--- src/rtl/operand_issue_regfile.sv ---
// operand_issue_regfile
//   Front end for the 4-bit Decode_and_Execute ALU. Instructions are queued
//   in a small FIFO and issued in order: each issue reads both source
//   operands from a 4x4-bit register file into a registered issue stage that
//   drives the combinational ALU. The ALU result (alu_rd) is written back to
//   the destination register on the edge after issue.
//
//   Optional build macro: ISSUE_FORWARD_EN
//     defined   : a head instruction that reads the in-flight destination
//                 issues at once, taking that operand from alu_rd.
//     undefined : such an instruction waits one cycle and then reads the
//                 freshly written register. Architectural results are the
//                 same either way; only timing differs.
//
//   Ports
//     clk, rst_n            clock (rising edge), async active-low reset
//     in_valid/in_ready     instruction input handshake
//     in_instr[8:0]         {op[8:6], dst[5:4], srcs[3:2], srct[1:0]}
//     stall                 inhibit issue (FIFO pop) this cycle
//     alu_valid             issue register holds a live instruction
//     alu_sel/rs/rt         registered operands presented to the ALU
//     alu_rd                ALU result for the current alu_sel/rs/rt
//     ld_en/addr/data       debug register load (idle only)
//     dbg_addr/dbg_data     combinational debug register read
//     busy                  FIFO non-empty or issue register live
//     retired               wrapping count of written-back instructions
//
//   Handshake: an instruction transfers on a rising edge where in_valid and
//   in_ready are both high. in_ready is !full only (never depends on a
//   same-cycle pop); once in_valid is raised, in_instr must stay stable until
//   the transfer edge.

module operand_issue_regfile #(
  parameter int DEPTH = 4,
  parameter int CNT_W = 8
) (
  input  logic             clk,
  input  logic             rst_n,
  input  logic             in_valid,
  output logic             in_ready,
  input  logic [8:0]       in_instr,
  input  logic             stall,
  output logic             alu_valid,
  output logic [2:0]       alu_sel,
  output logic [3:0]       alu_rs,
  output logic [3:0]       alu_rt,
  input  logic [3:0]       alu_rd,
  input  logic             ld_en,
  input  logic [1:0]       ld_addr,
  input  logic [3:0]       ld_data,
  input  logic [1:0]       dbg_addr,
  output logic [3:0]       dbg_data,
  output logic             busy,
  output logic [CNT_W-1:0] retired
);

  localparam int AW = $clog2(DEPTH);
  localparam logic [AW:0]    FULL_CNT = (AW+1)'(DEPTH);
  localparam logic [AW:0]    CNT_ONE  = (AW+1)'(1);
  localparam logic [AW-1:0]  PTR_ONE  = AW'(1);
  localparam logic [CNT_W-1:0] RET_ONE = CNT_W'(1);

  // FIFO
  logic [8:0]    fifo_q [DEPTH];
  logic [AW-1:0] wr_ptr_q, wr_ptr_d;
  logic [AW-1:0] rd_ptr_q, rd_ptr_d;
  logic [AW:0]   count_q, count_d;

  // Register file
  logic [3:0] regs_q [4];
  logic [3:0] regs_d [4];

  // Issue register
  logic       alu_valid_q, alu_valid_d;
  logic [2:0] sel_q, sel_d;
  logic [3:0] rs_q, rs_d;
  logic [3:0] rt_q, rt_d;
  logic [1:0] dst_q, dst_d;

  logic [CNT_W-1:0] retired_q, retired_d;

  // Head decode
  logic [8:0] head;
  logic [2:0] h_op;
  logic [1:0] h_dst, h_s, h_t;
  logic       full, empty;
  logic       match_s, match_t;
  logic       hz_block;
  logic [3:0] op_s, op_t;
  logic       do_push, do_pop, ld_ok;

  assign head  = fifo_q[rd_ptr_q];
  assign h_op  = head[8:6];
  assign h_dst = head[5:4];
  assign h_s   = head[3:2];
  assign h_t   = head[1:0];

  assign full  = (count_q == FULL_CNT);
  assign empty = (count_q == '0);

  // A source matches the register being written back on this very edge.
  assign match_s = alu_valid_q && (h_s == dst_q);
  assign match_t = alu_valid_q && (h_t == dst_q);

`ifdef ISSUE_FORWARD_EN
  // The register file still holds the old value this cycle; alu_rd is the
  // value that lands in it on the same edge, so take it directly.
  assign hz_block = 1'b0;
  assign op_s     = match_s ? alu_rd : regs_q[h_s];
  assign op_t     = match_t ? alu_rd : regs_q[h_t];
`else
  // Hold the head one cycle so the writeback lands before the read.
  assign hz_block = match_s | match_t;
  assign op_s     = regs_q[h_s];
  assign op_t     = regs_q[h_t];
`endif

  assign do_push = in_valid && !full;
  assign do_pop  = !empty && !stall && !hz_block;

  assign busy  = !empty || alu_valid_q;
  // Debug loads only when nothing is queued, in flight or arriving, so they
  // can never collide with a writeback.
  assign ld_ok = ld_en && !busy && !in_valid;

  always_comb begin
    wr_ptr_d    = wr_ptr_q;
    rd_ptr_d    = rd_ptr_q;
    count_d     = count_q;
    alu_valid_d = do_pop;
    sel_d       = sel_q;
    rs_d        = rs_q;
    rt_d        = rt_q;
    dst_d       = dst_q;
    retired_d   = retired_q;
    regs_d      = regs_q;

    if (do_push) wr_ptr_d = wr_ptr_q + PTR_ONE;
    if (do_pop)  rd_ptr_d = rd_ptr_q + PTR_ONE;
    case ({do_push, do_pop})
      2'b10:   count_d = count_q + CNT_ONE;
      2'b01:   count_d = count_q - CNT_ONE;
      default: count_d = count_q;
    endcase

    if (do_pop) begin
      sel_d = h_op;
      rs_d  = op_s;
      rt_d  = op_t;
      dst_d = h_dst;
    end

    if (alu_valid_q) begin
      regs_d[dst_q] = alu_rd;
      retired_d     = retired_q + RET_ONE;
    end else if (ld_ok) begin
      regs_d[ld_addr] = ld_data;
    end
  end

  // FIFO storage needs no reset: occupancy is tracked by count_q.
  always_ff @(posedge clk) begin
    if (do_push) fifo_q[wr_ptr_q] <= in_instr;
  end

  always_ff @(posedge clk or negedge rst_n) begin
    if (!rst_n) begin
      wr_ptr_q    <= '0;
      rd_ptr_q    <= '0;
      count_q     <= '0;
      regs_q      <= '{default: '0};
      alu_valid_q <= 1'b0;
      sel_q       <= '0;
      rs_q        <= '0;
      rt_q        <= '0;
      dst_q       <= '0;
      retired_q   <= '0;
    end else begin
      wr_ptr_q    <= wr_ptr_d;
      rd_ptr_q    <= rd_ptr_d;
      count_q     <= count_d;
      regs_q      <= regs_d;
      alu_valid_q <= alu_valid_d;
      sel_q       <= sel_d;
      rs_q        <= rs_d;
      rt_q        <= rt_d;
      dst_q       <= dst_d;
      retired_q   <= retired_d;
    end
  end

  assign in_ready  = !full;
  assign alu_valid = alu_valid_q;
  assign alu_sel   = sel_q;
  assign alu_rs    = rs_q;
  assign alu_rt    = rt_q;
  assign dbg_data  = regs_q[dbg_addr];
  assign retired   = retired_q;

endmodule

--- config.mk ---
export PLATFORM = sky130hd
export DESIGN_NAME = operand_issue_regfile
export DESIGN_NICKNAME = d
export VERILOG_FILES = /design/src/rtl/operand_issue_regfile.sv
export SDC_FILE = /design/constraint.sdc
export NUM_CORES = 1
export LEC_CHECK = 0
export CORE_AREA = 2 2 109 111
export DETAILED_ROUTE_END_ITERATION = 6
export DIE_AREA = 0 0 111 113
export GPL_TIMING_DRIVEN = 0
export PLACE_DENSITY = 0.62
export SYNTH_ARGS = -nofsm -noshare
export SYNTH_HDL_FRONTEND = slang
export SYNTH_SLANG_ARGS = --single-unit
--- constraint.sdc ---
create_clock -name clk -period 4.1 [get_ports clk]
set_input_delay 1.025 -clock clk [delete_from_list [all_inputs] [get_ports clk]]
set_output_delay 1.025 -clock clk [all_outputs]
set_load 0.01 [all_outputs]
==> results.toml <==
[drt]
via_per_inst = 5.11
routed_wl_um = 8280
wire_per_inst_um = 17.2
post-route-drc-count = 0
initialDrtViolationCount = 106
final_antenna_net_count = 0
first_pass_iters = 4
dr_total_vias = 2459

[yosys]
ys_seq_area_share_pct = 56.5
synth_most_common_cell = "dfrtp_1"
synth_ff_type = "dfrtp_1"
synth_area_um2 = 3900
synthCells = 270
synth_cell_types = 39
synth-seq-cells = 81
synth_edf_count = 36
yosysTopAreaCell = "dfrtp_1"
synth_top_cell_area_share_pct = 28.8
synthArstFlopShare_pct = 55.6
synth_common_cells = "dfrtp_1 (45), edfxtp_1 (36), mux2i_1 (21)"
netlist_top_cells_area = "dfrtp_1 (29%), edfxtp_1 (28%), mux2i_1 (5.4%)"
avgSynthCellArea_um2 = 14.5
yosys_warnings = 0
synth_nets = 303

[sta]
rsz0062_at_grt = "no"
finalHoldViolCount = 0
worstMarginPinSlew_ns = 0.730
max_slew_margin_pct = 50.9
fin_crit_ns = 3.79
fin_crit_sh_pct = 92.4
finalClockSkew_ns = 0.00811
setup_viol_count_final = 0
maxSlewViolCount = 0
fmax_mhz = 264
finalSetupTns_ns = 0

[floorplanning]
io_pins = 52
rows = 39
die-area_um2 = 12500
initial_utilization_pct = 34.6
die_h_um = 113
die-width_um = 111
core_region_area_um2 = 11300

[pwr]
power_density_nw_per_um2 = 786
ir_drop_mv = 0.320
total_leakage_power_nw = 1.94

[clocking]
clk_pin_slew_worst_paths_ns = 0.06
cts_tree = "done"
clock-sinks = 81
insertion_delay_ns = 0.34
clk_path_buf_depth = 2
cts_hold_buf = 0
cts_resized = 0
htreeDepth = 3
root_buffer = "clkbuf_16"
post-cts-setup-buffers = 0
cts_buffers = 9

[placed_design]
io_buffers = 51
place_area_um2 = 4610
dp_hpwl_um = 5850
place_congestion = 0.872

[global_routing]
grt_remaining_overflow = 0
grt_pass1_wl_um = 13200
grt_usage_pct = 13.9
grt_pass1_vias = 2534
grt_antenna_before_repair = 0
grt_max_degree = 28

[final_layout]
design_area_um2 = 4910
fillerInstances = 1016
final_nets = 366
seqCellArea_um2 = 2210
drive_above_1_share_pct = 15.7
multi_input_area_um2 = 1540
syn_to_final_growth_pct = 25.8
antenna_cells = 0

[critical_path]
crit_path_end_kind = "output pin"
cp.arrival_ns = 2.76
path_buf_inv = 2
slowest_delay_ns = 0.66
cp.required_ns = 3.07
crit_slowest_cell = "clkdlybuf4s50_1"
start_kind = "input pin"
timing_worst_setup_path_type = "in -> out"
crit_chain = "clkdlybuf4s50_1 -> mux4_2 -> clkdlybuf4s50_1"
critPathTopFamily = "buffers and inverters"
cp_common_cell = "clkdlybuf4s50_1"
critPathMaxFanout = 4

[flow_run]
drv_cap = 0

[min_path]
hold_path_class = "reg -> reg"

[outcome]
status = "completed"
[through the flow]
stage                     util [%]  cells  hold WS [ns]  setup slack (ns)  total power, mW
after global routing          43.6    481         0.486             0.232             4.11
after detailed placement      40.9    465         0.465             0.275             3.08
after global placement        40.7    464         0.464             0.306             3.04
after floorplan                  -    270         0.464              1.08             2.52
final                         43.6    481         0.467             0.313             3.86
after CTS                     43.6    481         0.477             0.271             3.91
[worst paths after layout]
kind	startpoint	end	slack (ns)	cells past startpoint
min in group asynchronous	rst_n	alu_rt[1]	0.64	1
max reg2reg	rd_ptr_q[0]	count_q[2]	0.79	13
min	retired[7]	retired[7]	0.47	1
max in group asynchronous	rst_n	count_q[1]	2.95	2
max	dbg_addr[0]	dbg_data[3]	0.31	3
min reg2reg	retired[7]	retired[7]	0.47	1
[cells in the final DEF (no fill, tap or decap), types with 7 or more instances in the layout]
cell / instances
mux2_4: 8
nor2_1: 11
xor2_1: 7
dfrtp_1: 45
edfxtp_1: 36
mux2i_1: 21
o21ai_0: 13
inv_1: 7
a21oi_1: 10
mux4_2: 8
a32oi_1: 9
nand2_1: 20
xnor2_1: 8
clkbuf_16: 9
clkdlybuf4s50_1: 50
[logic make-up after synthesis]
group                    Yosys count  synth area share [%]
flip-flops                        81                  56.5
AND/OR/NAND/NOR                   54                  6.76
multiplexers                      48                  18.2
AO/OA/AOI/OAI                     44                  7.85
buffers and inverters             19                  4.04
XOR/XNOR                          17                  4.20
adder cells (fa/ha/maj)            7                  2.44
[worst reg2reg max path: stages, from the launching register on]
cell and delay (ns):
dfrtp_1 0.34, buf_6 0.17, mux4_2 0.52, clkbuf_8 0.19, xor2_1 0.17, o22ai_2 0.12, a211oi_4 0.48, buf_12 0.22
ha_1 0.19, inv_1 0.06, fa_1 0.37, xor2_1 0.15, nor2_1 0.11, xor2_1 0.16
[where the power goes]
| part | switching [mW] | total [mW] | internal (mW) |
|---|---|---|---|
| Sequential | 0.193 | 1.33 | 1.13 |
| Combinational | 0.808 | 1.72 | 0.909 |
| Clock | 0.340 | 0.817 | 0.477 |
[metal layers]
layer  GRT usage, %  wire length [µm]  vias to the layer above
met5              0                 0                        -
met4           6.08               208                        0
met3           4.39               533                       22
met2           22.9              4000                       80
met1           16.9              3530                     1215
li1               -                 -                     1142
[state kept, by name (all words and copies together), names as in the netlist, 2 cells and up]
name      count
fifo_q       36
regs_q       16
retired       8
alu_rs        4
alu_rt        4
alu_sel       3
count_q       3
dst_q         2
rd_ptr_q      2
wr_ptr_q      2
[area by class of cell]
type	instances	share of cell area, %
plain buffers	12	2.68
clock buffers	9	4.59
clock inverters	7	1.58
inverters	7	0.535
multi-input cells	170	31.3
flip-flops and latches	81	44.9
well taps	143	3.64
repair buffers	52	10.7
(Power assumes the default switching activity.)
